===== src/rtl/fifo_read_adapter_pkg.sv =====
// Shared constants and helpers for the FIFO read adapter.
//   DEF_WIDTH / DEF_LATENCY / DEF_BUF_DEPTH : default parameter values
//   clog2(n) : ceil(log2(n)), usable in constant expressions
package fifo_read_adapter_pkg;

  localparam int DEF_WIDTH     = 8;
  localparam int DEF_LATENCY   = 2;
  localparam int DEF_BUF_DEPTH = 4;

  function automatic int clog2(input int n);
    int r;
    r = 0;
    while ((1 << r) < n) r++;
    return r;
  endfunction

endpackage


===== src/rtl/fifo_skid_buffer.sv =====
// Local storage for words returned by the FIFO: a buf_depth x width register
// array, wrapping write/read pointers and an occupancy count. The head entry
// is presented combinationally (first-word-fall-through); a word written this
// cycle becomes visible on the next cycle, never bypassed.
//   dout_clock, reset_n : clock, async active-low reset
//   i_wr, i_wdata       : write strobe and word
//   i_pop               : advance read pointer (caller only pops when o_valid)
//   o_rdata, o_valid    : head word and non-empty flag
//   o_occ               : number of buffered words, 0..buf_depth
module fifo_skid_buffer
  import fifo_read_adapter_pkg::*;
#(
  parameter int width     = DEF_WIDTH,
  parameter int buf_depth = DEF_BUF_DEPTH
) (
  input  logic                      dout_clock,
  input  logic                      reset_n,
  input  logic                      i_wr,
  input  logic [width-1:0]          i_wdata,
  input  logic                      i_pop,
  output logic [width-1:0]          o_rdata,
  output logic                      o_valid,
  output logic [clog2(buf_depth):0] o_occ
);

  localparam int PW = clog2(buf_depth);
  localparam int OW = PW + 1;

  logic [buf_depth-1:0][width-1:0] r_mem;
  logic [PW-1:0]                   r_wptr;
  logic [PW-1:0]                   r_rptr;
  logic [OW-1:0]                   r_occ;

  // Pointers wrap naturally since buf_depth is a power of two.
  always_ff @(posedge dout_clock or negedge reset_n) begin
    if (!reset_n) begin
      r_mem  <= '0;
      r_wptr <= '0;
      r_rptr <= '0;
      r_occ  <= '0;
    end else begin
      if (i_wr) begin
        r_mem[r_wptr] <= i_wdata;
        r_wptr        <= r_wptr + PW'(1);
      end
      if (i_pop) r_rptr <= r_rptr + PW'(1);
      case ({i_wr, i_pop})
        2'b10:   r_occ <= r_occ + OW'(1);
        2'b01:   r_occ <= r_occ - OW'(1);
        default: ;
      endcase
    end
  end

  assign o_rdata = r_mem[r_rptr];
  assign o_valid = (r_occ != '0);
  assign o_occ   = r_occ;

  // The credit check upstream makes a write into a full buffer impossible.
  a_no_overflow: assert property (@(posedge dout_clock) disable iff (!reset_n)
    !(i_wr && (r_occ == OW'(buf_depth))));

endmodule


===== src/rtl/fifo_read_adapter.sv =====
// Turns a fixed-latency, no-backpressure FIFO read port into a valid/ready
// stream. A read is issued only when the skid buffer is guaranteed to have a
// free slot for it when it returns: buffered + in-flight + this read must fit,
// counting the slot freed by a pop in the same cycle.
//   dout_clock, reset_n          : clock, async active-low reset
//   fifo_ready / fifo_read       : FIFO non-empty / read strobe (combinational)
//   fifo_data, fifo_data_valid   : returned word, latency cycles after a read
//   out_data, out_valid, out_ready : downstream stream
module fifo_read_adapter
  import fifo_read_adapter_pkg::*;
#(
  parameter int width     = DEF_WIDTH,
  parameter int latency   = DEF_LATENCY,
  parameter int buf_depth = DEF_BUF_DEPTH
) (
  input  logic             dout_clock,
  input  logic             reset_n,
  input  logic             fifo_ready,
  output logic             fifo_read,
  input  logic [width-1:0] fifo_data,
  input  logic             fifo_data_valid,
  output logic [width-1:0] out_data,
  output logic             out_valid,
  input  logic             out_ready
);

  localparam int IW = clog2(latency + 1) + 1;
  localparam int OW = clog2(buf_depth) + 1;
  localparam int CW = OW + 1;  // headroom for occ + inflight + 1

  logic [IW-1:0] r_inflight;
  logic [OW-1:0] w_occ;
  logic          w_pop;
  logic [CW-1:0] w_need;
  logic [CW-1:0] w_room;

  assign w_pop  = out_valid & out_ready;
  assign w_need = {1'b0, w_occ} + CW'(r_inflight) + CW'(1);
  assign w_room = CW'(buf_depth) + CW'(w_pop);

  // reset_n gates the strobe so nothing is issued while held in reset.
  assign fifo_read = reset_n & fifo_ready & (w_need <= w_room);

  always_ff @(posedge dout_clock or negedge reset_n) begin
    if (!reset_n) begin
      r_inflight <= '0;
    end else begin
      case ({fifo_read, fifo_data_valid})
        2'b10:   r_inflight <= r_inflight + IW'(1);
        2'b01:   r_inflight <= r_inflight - IW'(1);
        default: ;
      endcase
    end
  end

  fifo_skid_buffer #(
    .width     (width),
    .buf_depth (buf_depth)
  ) u_buf (
    .dout_clock (dout_clock),
    .reset_n    (reset_n),
    .i_wr       (fifo_data_valid),
    .i_wdata    (fifo_data),
    .i_pop      (w_pop),
    .o_rdata    (out_data),
    .o_valid    (out_valid),
    .o_occ      (w_occ)
  );

  // A returned word with nothing outstanding means the FIFO broke protocol.
  a_no_orphan_return: assert property (@(posedge dout_clock) disable iff (!reset_n)
    !(fifo_data_valid && (r_inflight == '0)));

endmodule

===== config.mk =====
export PLATFORM = sky130hd
export DESIGN_NAME = fifo_read_adapter
export DESIGN_NICKNAME = d
export VERILOG_FILES = /design/src/rtl/fifo_read_adapter_pkg.sv /design/src/rtl/fifo_skid_buffer.sv /design/src/rtl/fifo_read_adapter.sv
export SDC_FILE = /design/constraint.sdc
export NUM_CORES = 1
export LEC_CHECK = 0
export ABC_AREA = 1
export CAP_MARGIN = 20
export CELL_PAD_IN_SITES_DETAIL_PLACEMENT = 0
export CELL_PAD_IN_SITES_GLOBAL_PLACEMENT = 1
export CORE_UTILIZATION = 46
export DETAILED_ROUTE_END_ITERATION = 8
export GPL_ROUTABILITY_DRIVEN = 0
export GPL_TIMING_DRIVEN = 0
export PLACE_DENSITY = 0.81
export SYNTH_ARGS = -nofsm -noshare
export SYNTH_HDL_FRONTEND = slang
export SYNTH_SLANG_ARGS = --single-unit
export TNS_END_PERCENT = 50

===== constraint.sdc =====
create_clock -name dout_clock -period 6.7 [get_ports dout_clock]
set_clock_uncertainty 0.05 [all_clocks]
set_input_delay 1.34 -clock dout_clock [delete_from_list [all_inputs] [get_ports dout_clock]]
set_output_delay 1.34 -clock dout_clock [all_outputs]
set_load 0.1 [all_outputs]

==> flow_metrics.env <==
export IMPL_grt_max_degree=37
export IMPL_synth_yosys_seq_area_share_pct=45.7
export IMPL_ant_nets=0
export IMPL_fin_setup_tns_ns=0
export IMPL_clk_latency_ns=0.29
export IMPL_cp_startpoint="out_ready"
export IMPL_synth_warnings=0
export IMPL_syn_area_mm2=0.00230
export IMPL_r2r_slack_ns=4.09
export IMPL_antenna_found_initial=0
export IMPL_wl_um=4690
export IMPL_core_mm2=0.00475
export IMPL_relSlewSlack_pct=35.3
export IMPL_status="complete, no violations"
export IMPL_start_kind="input port"
export IMPL_critPathBufInv=3
export IMPL_rsz0062_at_grt="false"
export IMPL_layout_common_cells="nand2_1, dfrtp_1, inv_1"
export IMPL_nets=326
export IMPL_seqCellArea_mm2=0.00105
export IMPL_crit_type="in -> out"
export IMPL_r2r_start="u_buf.o_occ[1]"
export IMPL_post_drt_wl_per_cell_um=12.7
export IMPL_whs_path_depth=1
export IMPL_hold_end="r_inflight[0]"
export IMPL_synth_main_ff_cell="dfrtp_1"
export IMPL_finalSetupViolCount=0
export IMPL_synth_cells=270
export IMPL_drt_initial_drc_count=74
export IMPL_cap_violations=0
export IMPL_synth_top_cells_by_area="dfrtp_1, nand2_1, inv_1, ha_1, o21ai_2"
export IMPL_drt_pre_antenna_iters=4
export IMPL_max_freq_ghz=0.199
export IMPL_clockRootBuffer="clkbuf_8"
export IMPL_synth_seq_cells=42
export IMPL_crit_path_end_kind="primary output"
export IMPL_drcViolationCount=0
export IMPL_start_util_pct=48.4
export IMPL_maxSlewViolCount=0
export IMPL_path_cells="clkdlybuf4s50_1 -> nand2_1 -> inv_1 -> ha_1 -> nor2_1 -> nor2_1 -> nor2_1 -> nor2_1 -> clkdlybuf4s50_1"
export IMPL_post_cts_resize_count=0
export IMPL_async_flop_share_pct=100
export IMPL_hold_violations=0
export IMPL_final_period_utilization_pct=75.1
export IMPL_dieArea_mm2=0.00529
export IMPL_grt_pass1_vias=1748
export IMPL_path_max_fanout=3
export IMPL_worstMarginPinSlew_ns=0.968
export IMPL_reg2reg_to="r_inflight[2]"
export IMPL_grt_pass1_wl_um=8020
export IMPL_cp_required_ns=5.31
export IMPL_hp_start="r_inflight[0]"
export IMPL_clkTransAtPathRegs_ns=0.07
export IMPL_syn_to_final_growth_pct=17.6
export IMPL_overflow=0
export IMPL_crit_path_top_delay_cell="clkdlybuf4s50_1"
export IMPL_dr_total_vias=1713
export IMPL_cp_common_cell="nor2_1"
export IMPL_die_w_um=72.7
export IMPL_cts_tree="built"
export IMPL_fillers=479
export IMPL_via_per_inst=4.65
export IMPL_min_path_type="reg -> reg"
export IMPL_insertedDiodeCount=0
export IMPL_yosysTopAreaCell="dfrtp_1"
export IMPL_final_common_cell="nand2_1"
export IMPL_min_period_ns=5.03
export IMPL_syn_nets=296
export IMPL_max_stage_delay_ns=1.13
export IMPL_port_buffers=22
export IMPL_dpl_hpwl_um=3300
export IMPL_syn_avg_cell_area_um2=8.52
export IMPL_grtUsageTotal_pct=20.2
export IMPL_synth_cell_types=20
export IMPL_cts_sinks=42
export IMPL_htreeDepth=2
export IMPL_multiInputGateArea_mm2=0.00101
export IMPL_synth_top_area_share_pct=45.7
export IMPL_r2r_worst_path_cells=15
export IMPL_arrival_ns=3.64
export IMPL_synth_edff_count=0
export IMPL_postCtsSetupBuffers=0
export IMPL_io_pins=23
export IMPL_die_h_um=72.7
export IMPL_cts_made_buffers=5
export IMPL_row_count=25
export IMPL_cts_hold_fix_buffers=0
export IMPL_drive_above_1_share_pct=12.6
export IMPL_cpLargestDelayFamily="buffers and inverters"
export IMPL_clockBufferDepth=2
## cells by family after synthesis
logic type | Yosys count | share of synthesized area, %
buf+inv | 49 | 10.6
flops | 42 | 45.7
compound gates | 52 | 14.5
simple gates | 111 | 20.1
xor+xnor | 3 | 1.14
fa+ha+maj | 13 | 8.05
## state kept, by name, indices dropped and copies added, names as in the netlist
register      cells
u_buf.r_mem      32
u_buf.r_wptr      2
u_buf.o_occ       3
u_buf.r_rptr      2
r_inflight        3
## worst max-delay path by stage
stage,end,depth (start not counted),slack [ns]
after floorplan,fifo_read,9,1.91
after global placement,fifo_read,6,0.43
after detailed placement,fifo_read,9,1.67
after CTS,fifo_read,9,1.65
after global routing,fifo_read,9,1.53
final,fifo_read,9,1.67
## area by class of cell
type | count | share of cell area, %
sequential | 42 | 38.9
multi-input combinational | 179 | 37.2
timing repair buffer | 23 | 8.70
inverter | 39 | 5.41
buffer | 10 | 3.56
tap | 67 | 3.10
clock buffer | 6 | 2.68
clock inverter | 2 | 0.509
## cell usage after synthesis, types with 4 or more instances
library cell and count:
buf_6 7, dfrtp_1 42, ha_1 10, inv_1 38, nand2_1 78, nand2_4 4
nand3_1 5, nor2_1 21, o211ai_1 8, o21ai_0 9, o21ai_1 21, o21ai_2 14
## metal layers
| layer | vias up | GRT usage (%) | wire [um] |
|---|---|---|---|
| met5 | - | 0 | 0 |
| met4 | 0 | 4.58 | 34 |
| met3 | 2 | 3.04 | 172 |
| met2 | 26 | 37.2 | 2360 |
| met1 | 776 | 24.8 | 2120 |
| li1 | 909 | - | - |
## through the flow
| stage | hold slack, ns | instance area (um^2) | util [%] | setup WS, ns | instances |
|---|---|---|---|---|---|
| CTS | 0.431 | 2710 | 56.9 | 1.65 | 368 |
| global route | 0.458 | 2710 | 56.9 | 1.53 | 368 |
| global placement | 0.410 | 2600 | 54.8 | 0.431 | 359 |
| finish | 0.427 | 2710 | 56.9 | 1.67 | 368 |
| detailed placement | 0.417 | 2620 | 55.1 | 1.67 | 360 |
| floorplan | 0.396 | 2300 | - | 1.91 | 270 |
Power is not shown: default switching activity piles up to over one toggle a cycle in this logic, so the estimate is an artifact.
